### config.mk
export PLATFORM = sky130hd
export DESIGN_NAME = dual_slot_rr_arbiter_10_flat
export DESIGN_NICKNAME = d
export VERILOG_FILES = /design/src/rtl/dual_slot_rr_arbiter_10_if.sv /design/src/rtl/dual_slot_rr_arbiter_10.sv /design/src/flat_wrapper.sv
export SDC_FILE = /design/constraint.sdc
export NUM_CORES = 1
export LEC_CHECK = 0
export ABC_AREA = 1
export CORE_ASPECT_RATIO = 2
export CORE_UTILIZATION = 40
export CTS_CLUSTER_DIAMETER = 100
export DETAILED_ROUTE_END_ITERATION = 6
export GPL_TIMING_DRIVEN = 0
export SLEW_MARGIN = 30
export SYNTH_ARGS = -nofsm -noshare
export SYNTH_HDL_FRONTEND = slang
export SYNTH_SLANG_ARGS = --single-unit
### constraint.sdc
create_clock -name clk -period 4.6 [get_ports clk]
set_input_delay 0.46 -clock clk [delete_from_list [all_inputs] [get_ports clk]]
set_output_delay 0.46 -clock clk [all_outputs]
set_load 0.05 [all_outputs]
### src/rtl/dual_slot_rr_arbiter_10_if.sv
// Request/release and grant bundle for the dual-slot
// round-robin arbiter.
interface dual_slot_rr_arbiter_10_if;
    logic [9:0] req;
    logic [9:0] rel;
    logic [9:0] gnt;
    logic [9:0] gnt_new;
    logic [9:0] revoked;
    logic [1:0] active_cnt;
    logic       one_or_two;

    modport master (
        output req, rel,
        input  gnt, gnt_new, revoked,
        input  active_cnt, one_or_two
    );

    modport slave (
        input  req, rel,
        output gnt, gnt_new, revoked,
        output active_cnt, one_or_two
    );
endinterface

### src/rtl/dual_slot_rr_arbiter_10.sv
// Two-slot resource shared by 10 requesters, round-robin,
// with per-slot hold limit and release.
module dual_slot_rr_arbiter_10 #(
    parameter int MAX_HOLD = 16,
    parameter int HOLD_W   = 5
) (
    input logic clk,
    input logic rst,
    dual_slot_rr_arbiter_10_if.slave bus
);
    localparam int N = 10;
    localparam bit TO_EN = (MAX_HOLD != 0);
    localparam logic [HOLD_W-1:0] HOLD_LAST =
        TO_EN ? HOLD_W'(MAX_HOLD - 1) : '0;

    typedef enum logic {
        FREE  = 1'b0,
        OWNED = 1'b1
    } slot_st_t;

    slot_st_t          st_q   [2];
    slot_st_t          st_d   [2];
    logic [3:0]        own_q  [2];
    logic [3:0]        own_d  [2];
    logic [HOLD_W-1:0] hold_q [2];
    logic [HOLD_W-1:0] hold_d [2];

    logic [3:0]   ptr_q, ptr_d;
    logic [N-1:0] gnt_q, gnt_d;
    logic [N-1:0] new_q, new_d;
    logic [N-1:0] rev_q, rev_d;

    logic [N-1:0] elig;
    logic [1:0]   rel_hit;
    logic [1:0]   tmo;
    logic [1:0]   freed;
    logic [1:0]   avail;
    logic         win_vld;
    logic [3:0]   win_idx;
    logic [4:0]   pos;
    logic         take;
    logic         tgt;
    logic [1:0]   cnt;

    always_ff @(posedge clk or posedge rst) begin
        if (rst) begin
            for (int s = 0; s < 2; s++) begin
                st_q[s]   <= FREE;
                own_q[s]  <= '0;
                hold_q[s] <= '0;
            end
            ptr_q <= '0;
            gnt_q <= '0;
            new_q <= '0;
            rev_q <= '0;
        end else begin
            for (int s = 0; s < 2; s++) begin
                st_q[s]   <= st_d[s];
                own_q[s]  <= own_d[s];
                hold_q[s] <= hold_d[s];
            end
            ptr_q <= ptr_d;
            gnt_q <= gnt_d;
            new_q <= new_d;
            rev_q <= rev_d;
        end
    end

    // Rotating search: first eligible requester from ptr
    always_comb begin
        win_vld = 1'b0;
        win_idx = '0;
        pos     = '0;
        elig    = bus.req & ~gnt_q;
        for (int k = 0; k < N; k++) begin
            pos = {1'b0, ptr_q} + 5'(k);
            if (pos > 5'd9)
                pos = pos - 5'd10;
            if (!win_vld && elig[pos[3:0]]) begin
                win_vld = 1'b1;
                win_idx = pos[3:0];
            end
        end
    end

    always_comb begin
        for (int s = 0; s < 2; s++) begin
            st_d[s]   = st_q[s];
            own_d[s]  = own_q[s];
            hold_d[s] = hold_q[s];
        end
        ptr_d   = ptr_q;
        new_d   = '0;
        rev_d   = '0;
        gnt_d   = '0;
        rel_hit = '0;
        tmo     = '0;
        freed   = '0;
        avail   = '0;

        for (int s = 0; s < 2; s++) begin
            if (st_q[s] == OWNED) begin
                rel_hit[s] = bus.rel[own_q[s]];
                tmo[s] = TO_EN && !rel_hit[s] &&
                         (hold_q[s] == HOLD_LAST);
            end
            freed[s] = rel_hit[s] | tmo[s];
            avail[s] = (st_q[s] == FREE) | freed[s];
            if (tmo[s])
                rev_d[own_q[s]] = 1'b1;
            if (freed[s])
                st_d[s] = FREE;
            else if (st_q[s] == OWNED)
                hold_d[s] = hold_q[s] + 1'b1;
        end

        take = win_vld && (|avail);
        tgt  = !avail[0];
        if (take) begin
            st_d[tgt]     = OWNED;
            own_d[tgt]    = win_idx;
            hold_d[tgt]   = '0;
            new_d[win_idx] = 1'b1;
            ptr_d = (win_idx == 4'd9) ? 4'd0
                                      : win_idx + 4'd1;
        end

        for (int s = 0; s < 2; s++) begin
            if (st_d[s] == OWNED)
                gnt_d[own_d[s]] = 1'b1;
        end
    end

    // At most two bits set, so a 2-bit sum cannot wrap
    always_comb begin
        cnt = '0;
        for (int i = 0; i < N; i++)
            cnt = cnt + 2'(gnt_q[i]);
    end

    assign bus.gnt        = gnt_q;
    assign bus.gnt_new    = new_q;
    assign bus.revoked    = rev_q;
    assign bus.active_cnt = cnt;
    assign bus.one_or_two = (cnt == 2'd1) || (cnt == 2'd2);
endmodule

### src/flat_wrapper.sv
// flat-port wrapper written by rule: the top's interface ports become plain ports
module dual_slot_rr_arbiter_10_flat 
#(
    parameter int MAX_HOLD = 16,
    parameter int HOLD_W   = 5
)
  (clk, rst, bus_req, bus_rel, bus_gnt, bus_gnt_new, bus_revoked, bus_active_cnt, bus_one_or_two);
  dual_slot_rr_arbiter_10_if bus_i ();
  input logic clk;
  input logic rst;
  input wire logic [$bits(bus_i.req)-1:0] bus_req;
  input wire logic [$bits(bus_i.rel)-1:0] bus_rel;
  output wire logic [$bits(bus_i.gnt)-1:0] bus_gnt;
  output wire logic [$bits(bus_i.gnt_new)-1:0] bus_gnt_new;
  output wire logic [$bits(bus_i.revoked)-1:0] bus_revoked;
  output wire logic [$bits(bus_i.active_cnt)-1:0] bus_active_cnt;
  output wire logic [$bits(bus_i.one_or_two)-1:0] bus_one_or_two;
  assign bus_i.req = bus_req;
  assign bus_i.rel = bus_rel;
  assign bus_gnt = bus_i.gnt;
  assign bus_gnt_new = bus_i.gnt_new;
  assign bus_revoked = bus_i.revoked;
  assign bus_active_cnt = bus_i.active_cnt;
  assign bus_one_or_two = bus_i.one_or_two;
  dual_slot_rr_arbiter_10 #(.MAX_HOLD(MAX_HOLD), .HOLD_W(HOLD_W)) u_core (.clk(clk), .rst(rst), .bus(bus_i));
endmodule
==> results of run 1 <==
-- cell type report --
type	instances	area (µm²)
buffer	6	70.1
clock buffer	5	125
clock inverter	3	23.8
fill	1325	6640
inverter	102	403
multi-input combinational	631	3650
sequential	54	1360
tap	152	190
timing repair buffer	61	606
-- cell usage after synthesis, drive strengths merged --
master / count
a21oi: 11
clkinv: 2
nand2: 277
a211oi: 1
ha: 33
nor2: 80
inv: 100
nand4: 21
xor2: 17
nand3b: 4
nor3: 3
a22oi: 4
nand2b: 1
o32ai: 2
nand3: 97
buf: 6
or2: 2
xnor2: 4
o21ai: 54
fa: 5
nor4: 1
dfrtp: 54
o211ai: 3
o22ai: 2
and3: 2
o31ai: 2
a32o: 2
a21boi: 1
o21bai: 1
-- per-layer routing --
metal  vias to the layer above  share of wire, %  GRT usage (%)
met5                         -                 0              0
met4                         0               6.6           16.6
met3                        47               1.8           1.04
met2                       138                59           53.1
met1                      2528                32           21.7
li1                       2698                 -              -
-- critical path, delay by kind of cell (launching register included) --
family                   cells  cell delay (ns)
XOR/XNOR                     3             0.60
adder cells (fa/ha/maj)      4             1.69
buffers and inverters        3             0.91
flip-flops                   1             0.42
-- stage by stage --
stage | std cells | utilization (%) | setup TNS, ns | cell area (µm²)
after floorplan | 792 | - | 0 | 5380
after global placement | 998 | 46.7 | -2.69 | 6110
after detailed placement | 999 | 46.9 | -3.51 | 6130
after CTS | 1008 | 48.2 | 0 | 6300
after global routing | 1014 | 49.2 | -0.0111 | 6420
final | 1014 | 49.2 | 0 | 6420
-- registers in the layout (all words and copies together) (netlist names) --
signal,flops
u_core.own_q,8
u_core.ptr_q,4
u_core.st_q,2
u_core.hold_q,10
u_core.bus.revoked,10
u_core.bus.gnt_new,10
u_core.bus.gnt,10
-- final timing paths --
path / endpoint / cells after the start / startpoint
min in group clk: u_core.hold_q[5]$_DFF_PP0_ / 1 / u_core.hold_q[5]$_DFF_PP0_
max: bus_one_or_two / 10 / u_core.bus.gnt[0]$_DFF_PP0_
min: u_core.hold_q[9]$_DFF_PP0_ / 2 / rst
max in group asynchronous: u_core.bus.revoked[8]$_DFF_PP0_ / 3 / rst
max reg2reg: u_core.bus.gnt[6]$_DFF_PP0_ / 30 / u_core.ptr_q[0]$_DFFE_PP0N_
min reg2reg: u_core.hold_q[5]$_DFF_PP0_ / 1 / u_core.hold_q[5]$_DFF_PP0_
-- logic make-up (layout without fill, tap and decap cells) --
| kind of cell | after synthesis | after routing | share of synthesized area (%) |
|---|---|---|---|
| AND/OR/NAND/NOR | 488 | 489 | 43.6 |
| adder cells (fa/ha/maj) | 38 | 38 | 9.56 |
| XOR/XNOR | 21 | 21 | 3.99 |
| flip-flops | 54 | 54 | 25.2 |
| AO/OA/AOI/OAI | 83 | 83 | 9.30 |
| buffers and inverters | 108 | 177 | 8.34 |
-- timing repair --
action / in CTS / in global routing
pin swaps: 1 / 7
endpoints found under the setup margin: 20 / 31
hold buffers: 0 / 0
gates cloned: 0 / 1
gates resized for setup: 5 / 24
buffers inserted: 1 / 5
-- layout by cell type, fill, tap and decap left out, types with 3 or more instances in the layout --
master,n
xor2_1,13
o21ai_0,30
o21ai_1,17
a22oi_1,4
xnor2_1,3
nand3_2,6
inv_1,86
clkdlybuf4s50_1,54
xor2_2,4
nor2_2,8
inv_4,4
o21ai_2,5
dfrtp_1,51
nor3_1,3
fa_1,5
nand2_2,27
ha_1,32
nand3_4,4
a21oi_1,11
dfrtp_2,3
inv_2,9
buf_4,6
nand2_4,9
nand4_1,20
nand3b_1,4
clkbuf_16,5
nand3_1,87
o211ai_1,3
nor2_4,9
nor2_1,62
nand2_1,241
==> impl_metrics.py, run 1 <==
metrics = {
    "outcome": {
        "status": "complete, no violations",
    },
    "clock_tree": {
        "htreeDepth": 2,
        "cts.path.max_buffers": 2,
        "clkTransAtPathRegs_ns": 0.08,
        "numCtsBuffers": 5,
        "cts_tree": "done",
        "clock_latency_ns": 0.30,
        "root_buffer": "clkbuf_16",
        "cts_sinks": 54,
    },
    "placed_design": {
        "io_buffer_count": 54,
        "gp_congestion": 0.944,
        "pre_cts_ws_ns": -0.376,
        "dp_hpwl_mm": 14.6,
    },
    "synth": {
        "synth.top_cell.area_share_pct": 25.2,
        "ys_ff_latch": 54,
        "yosysTopAreaCell": "dfrtp_1",
        "syn_area_um2": 5370,
        "yosys_warnings": 0,
        "synthDistinctLibCells": 47,
        "ys_seq_area_share_pct": 25.2,
        "postSynthAreaPerCell_um2": 6.78,
        "synthCells": 792,
        "synth.area.top_cells": "dfrtp_1, nand2_1, nand3_1, ha_1, inv_1",
        "synth_nets": 852,
    },
    "drt": {
        "routed_wirelength_mm": 17.4,
        "drc": 0,
        "routed-via-count": 5411,
        "dr.pass1.iters": 5,
        "ant_nets": 0,
        "wl_per_cell_um": 17.2,
        "vias_per_cell": 5.34,
        "first_iter_violations": 337,
    },
    "sta": {
        "period_share_pct": 95.2,
        "slew_headroom_pct": 51.7,
        "max_freq_mhz": 228,
        "setup_viol_count_final": 0,
        "fin_ws_ns": 0.223,
        "finalHoldWorstSlack_ns": 0.422,
        "finClkSkew_ns": 0.00878,
        "final_hold_viol_count": 0,
        "slew_viol_final": 0,
        "tightest_slew_ns": 0.716,
        "period_needed_ns": 4.38,
    },
    "setup_path": {
        "path_cells": "fa_1, inv_1, fa_1, fa_1, inv_1, ha_1, xnor2_1, xor2_2, xor2_1, clkdlybuf4s50_1",
        "crit_fanout": 3,
        "end_kind": "output port",
        "crit_slowest_cell": "clkdlybuf4s50_1",
        "arrival_ns": 3.92,
        "cpMostUsedCell": "fa_1",
        "slowest_delay_ns": 0.82,
        "crit_type": "register to output port",
        "rrSetupSlack_ns": 0.27,
        "start_kind": "register",
        "worstPathRequired_ns": 4.14,
    },
    "floorplanning": {
        "die_w_um": 83.9,
        "core_um2": 13100,
        "die_area_um2": 13900,
        "start_util_pct": 41.1,
        "io_pins": 55,
        "die_h_um": 166,
        "row_count": 59,
    },
    "grt": {
        "grt_first_pass_wirelength_mm": 27.1,
        "overflow": 0,
        "grt_start_max_net_pins": 42,
        "grt_pass1_vias": 5363,
        "antenna_found_initial": 0,
        "grt_use_total_pct": 25.2,
    },
    "flow_run": {
        "drv_cap": 0,
    },
    "finish": {
        "drive_gt1_share_pct": 13.9,
        "antenna_cells": 0,
        "syn_to_final_growth_pct": 19.7,
        "nets": 921,
    },
    "min_path": {
        "min_path_type": "input pin to async pin",
    },
}
Power of run 1 is left out: the tool's default activity adds up to more than one toggle a clock period on the data nets, which glitch-free logic cannot reach.
==> inputs of run 2 (changes only) <==
==> constraint.sdc (replaced) <==
create_clock -name clk -period 4.6 [get_ports clk]
set_input_delay 0.92 -clock clk [delete_from_list [all_inputs] [get_ports clk]]
set_output_delay 0.92 -clock clk [all_outputs]
set_load 0.05 [all_outputs]
==> run 2 against run 1 <==
Count of clock-buffer cells in the layout stayed put; clock skew is 0.0018 ns higher; non-clock buffer count is 3 lower; critical path type unchanged.
==> impl_metrics.py, run 2 (synthesis results as in run 1) <==
metrics = {
    "outcome": {
        "status": "complete, no violations",
    },
    "clock_tree": {
        "cts_hold_buf": 0,
        "htreeDepth": 2,
        "cts_sinks": 54,
        "cts_tree": "done",
        "numCtsBuffers": 5,
        "cts.path.max_buffers": 2,
        "root_buffer": "clkbuf_16",
        "clkTransAtPathRegs_ns": 0.07,
        "clock_latency_ns": 0.30,
    },
    "setup_path": {
        "crit_fanout": 3,
        "crit_type": "register to output port",
        "crit_slowest_cell": "fa_1",
        "end_kind": "output port",
        "worstPathRequired_ns": 3.68,
        "rrSetupSlack_ns": 0.32,
        "cpMostUsedCell": "fa_1",
        "path_cells": "fa_1, inv_1, fa_1, fa_1, inv_1, ha_1, xnor2_2, xor2_4, xor2_4, clkdlybuf4s15_2",
        "rr_startpoint": "u_core.ptr_q[0]$_DFFE_PP0N_",
        "arrival_ns": 3.56,
        "slowest_delay_ns": 0.55,
        "start_kind": "register",
        "rr_endpoint": "u_core.bus.gnt[6]$_DFF_PP0_",
        "reg2regPathDepth": 28,
    },
    "sta": {
        "final_hold_viol_count": 0,
        "slew_viol_final": 0,
        "period_needed_ns": 4.48,
        "slew_headroom_pct": 42.6,
        "setup_viol_count_final": 0,
        "rsz0062_at_grt": "no",
        "tightest_slew_ns": 0.851,
        "finClkSkew_ns": 0.0106,
        "period_share_pct": 97.3,
        "max_freq_mhz": 223,
        "timing.setup.tns_ns": 0,
    },
    "grt": {
        "antenna_found_initial": 0,
        "overflow": 0,
        "grt_pass1_vias": 5308,
        "grt_use_total_pct": 25.2,
        "grt_start_max_net_pins": 46,
        "grt_first_pass_wirelength_mm": 27.0,
    },
    "floorplanning": {
        "die_w_um": 83.9,
        "row_count": 59,
        "io_pins": 55,
        "core_um2": 13100,
        "die_area_um2": 13900,
        "start_util_pct": 41.1,
        "die_h_um": 166,
    },
    "placed_design": {
        "dp_hpwl_mm": 14.6,
        "gp_congestion": 0.928,
        "placed_area_um2": 6170,
        "dpl.cell_count": 999,
        "io_buffer_count": 54,
    },
    "finish": {
        "nets": 918,
        "fin_util_pct": 49.4,
        "fin_cells": 1011,
        "syn_to_final_growth_pct": 20.3,
        "fillCellCount": 1318,
        "drive_gt1_share_pct": 13.9,
        "antenna_cells": 0,
        "layout_commonest_cell": "nand2_1",
        "final_area_um2": 6450,
        "final_cell_mix": "nand2_1, nand3_1, inv_1, nor2_1, clkdlybuf4s50_1",
    },
    "min_path": {
        "hold_start": "u_core.hold_q[5]$_DFF_PP0_",
        "hold_path_depth": 1,
        "holdPathEnd": "u_core.hold_q[5]$_DFF_PP0_",
        "min_path_type": "register to register",
    },
    "drt": {
        "routed-via-count": 5463,
        "wl_per_cell_um": 17.3,
        "dr.pass1.iters": 4,
        "vias_per_cell": 5.40,
        "routed_wirelength_mm": 17.5,
        "drc": 0,
        "first_iter_violations": 345,
        "ant_nets": 0,
    },
    "flow_run": {
        "drv_cap": 0,
    },
}
run 2: cell types whose count changed in the layout (fill, tap and decap cells not counted), sizes merged:
cell	change
bufinv	+1
clkdlybuf4s50	-2
clkinvlp	-1
clkdlybuf4s15	+1
clkbuf	+1
buf	-3
run 2: critical path: cells and delay by family, from the launching register on:
| family | cells | cell delay (ns) |
|---|---|---|
| adder cells (fa/ha/maj) | 4 | 1.72 |
| XOR/XNOR | 3 | 0.66 |
| buffers and inverters | 3 | 0.47 |
| flip-flops | 1 | 0.42 |
run 2: area by class of cell:
class | count | area (µm²) | share of cell area (%)
multi-input cells | 631 | 3680 | 57.0
inverters | 102 | 403 | 6.24
well taps | 152 | 190 | 2.95
repair buffers | 58 | 587 | 9.09
clock buffers | 5 | 125 | 1.94
clock inverters | 3 | 48.8 | 0.756
plain buffers | 6 | 66.3 | 1.03
flip-flops and latches | 54 | 1360 | 21.0
run 2: through the flow:
step	hold WS, ns	worst slack, ns
floorplan	0.471	0.0932
global placement	0.492	-0.216
detailed placement	0.495	-0.306
CTS	0.505	0.0155
global route	0.529	0.00548
finish	0.503	0.125
run 2: how the worst max path moves through the flow:
stage | start | cells after the start | end
finish | u_core.bus.gnt[0]$_DFF_PP0_ | 10 | bus_one_or_two
global route | u_core.ptr_q[0]$_DFFE_PP0N_ | 30 | u_core.bus.gnt[4]$_DFF_PP0_
CTS | u_core.ptr_q[1]$_DFFE_PP0N_ | 27 | u_core.bus.gnt[6]$_DFF_PP0_
detailed placement | u_core.ptr_q[1]$_DFFE_PP0N_ | 26 | u_core.bus.gnt[0]$_DFF_PP0_
global placement | u_core.ptr_q[1]$_DFFE_PP0N_ | 26 | u_core.bus.gnt[8]$_DFF_PP0_
floorplan | u_core.bus.gnt[5]$_DFF_PP0_ | 9 | bus_one_or_two
run 2: routing by layer:
metal | wire [µm] | up-vias | share of wire, % | global-route usage, %
met2 | 10400 | 129 | 60 | 52.9
met3 | 297 | 54 | 1.7 | 1.39
met1 | 5540 | 2587 | 32 | 21.1
met4 | 1230 | 0 | 7.0 | 17.7
met5 | 0 | - | 0 | 0
li1 | - | 2693 | - | -
run 2: repair_timing:
action / CTS / global route
gates resized for setup: 10 / 21
pin swaps: 1 / 5
setup buffers: 1 / 2
cloned: 0 / 1
setup endpoints to repair: 16 / 24
Power of run 2 is left out for the same reason.
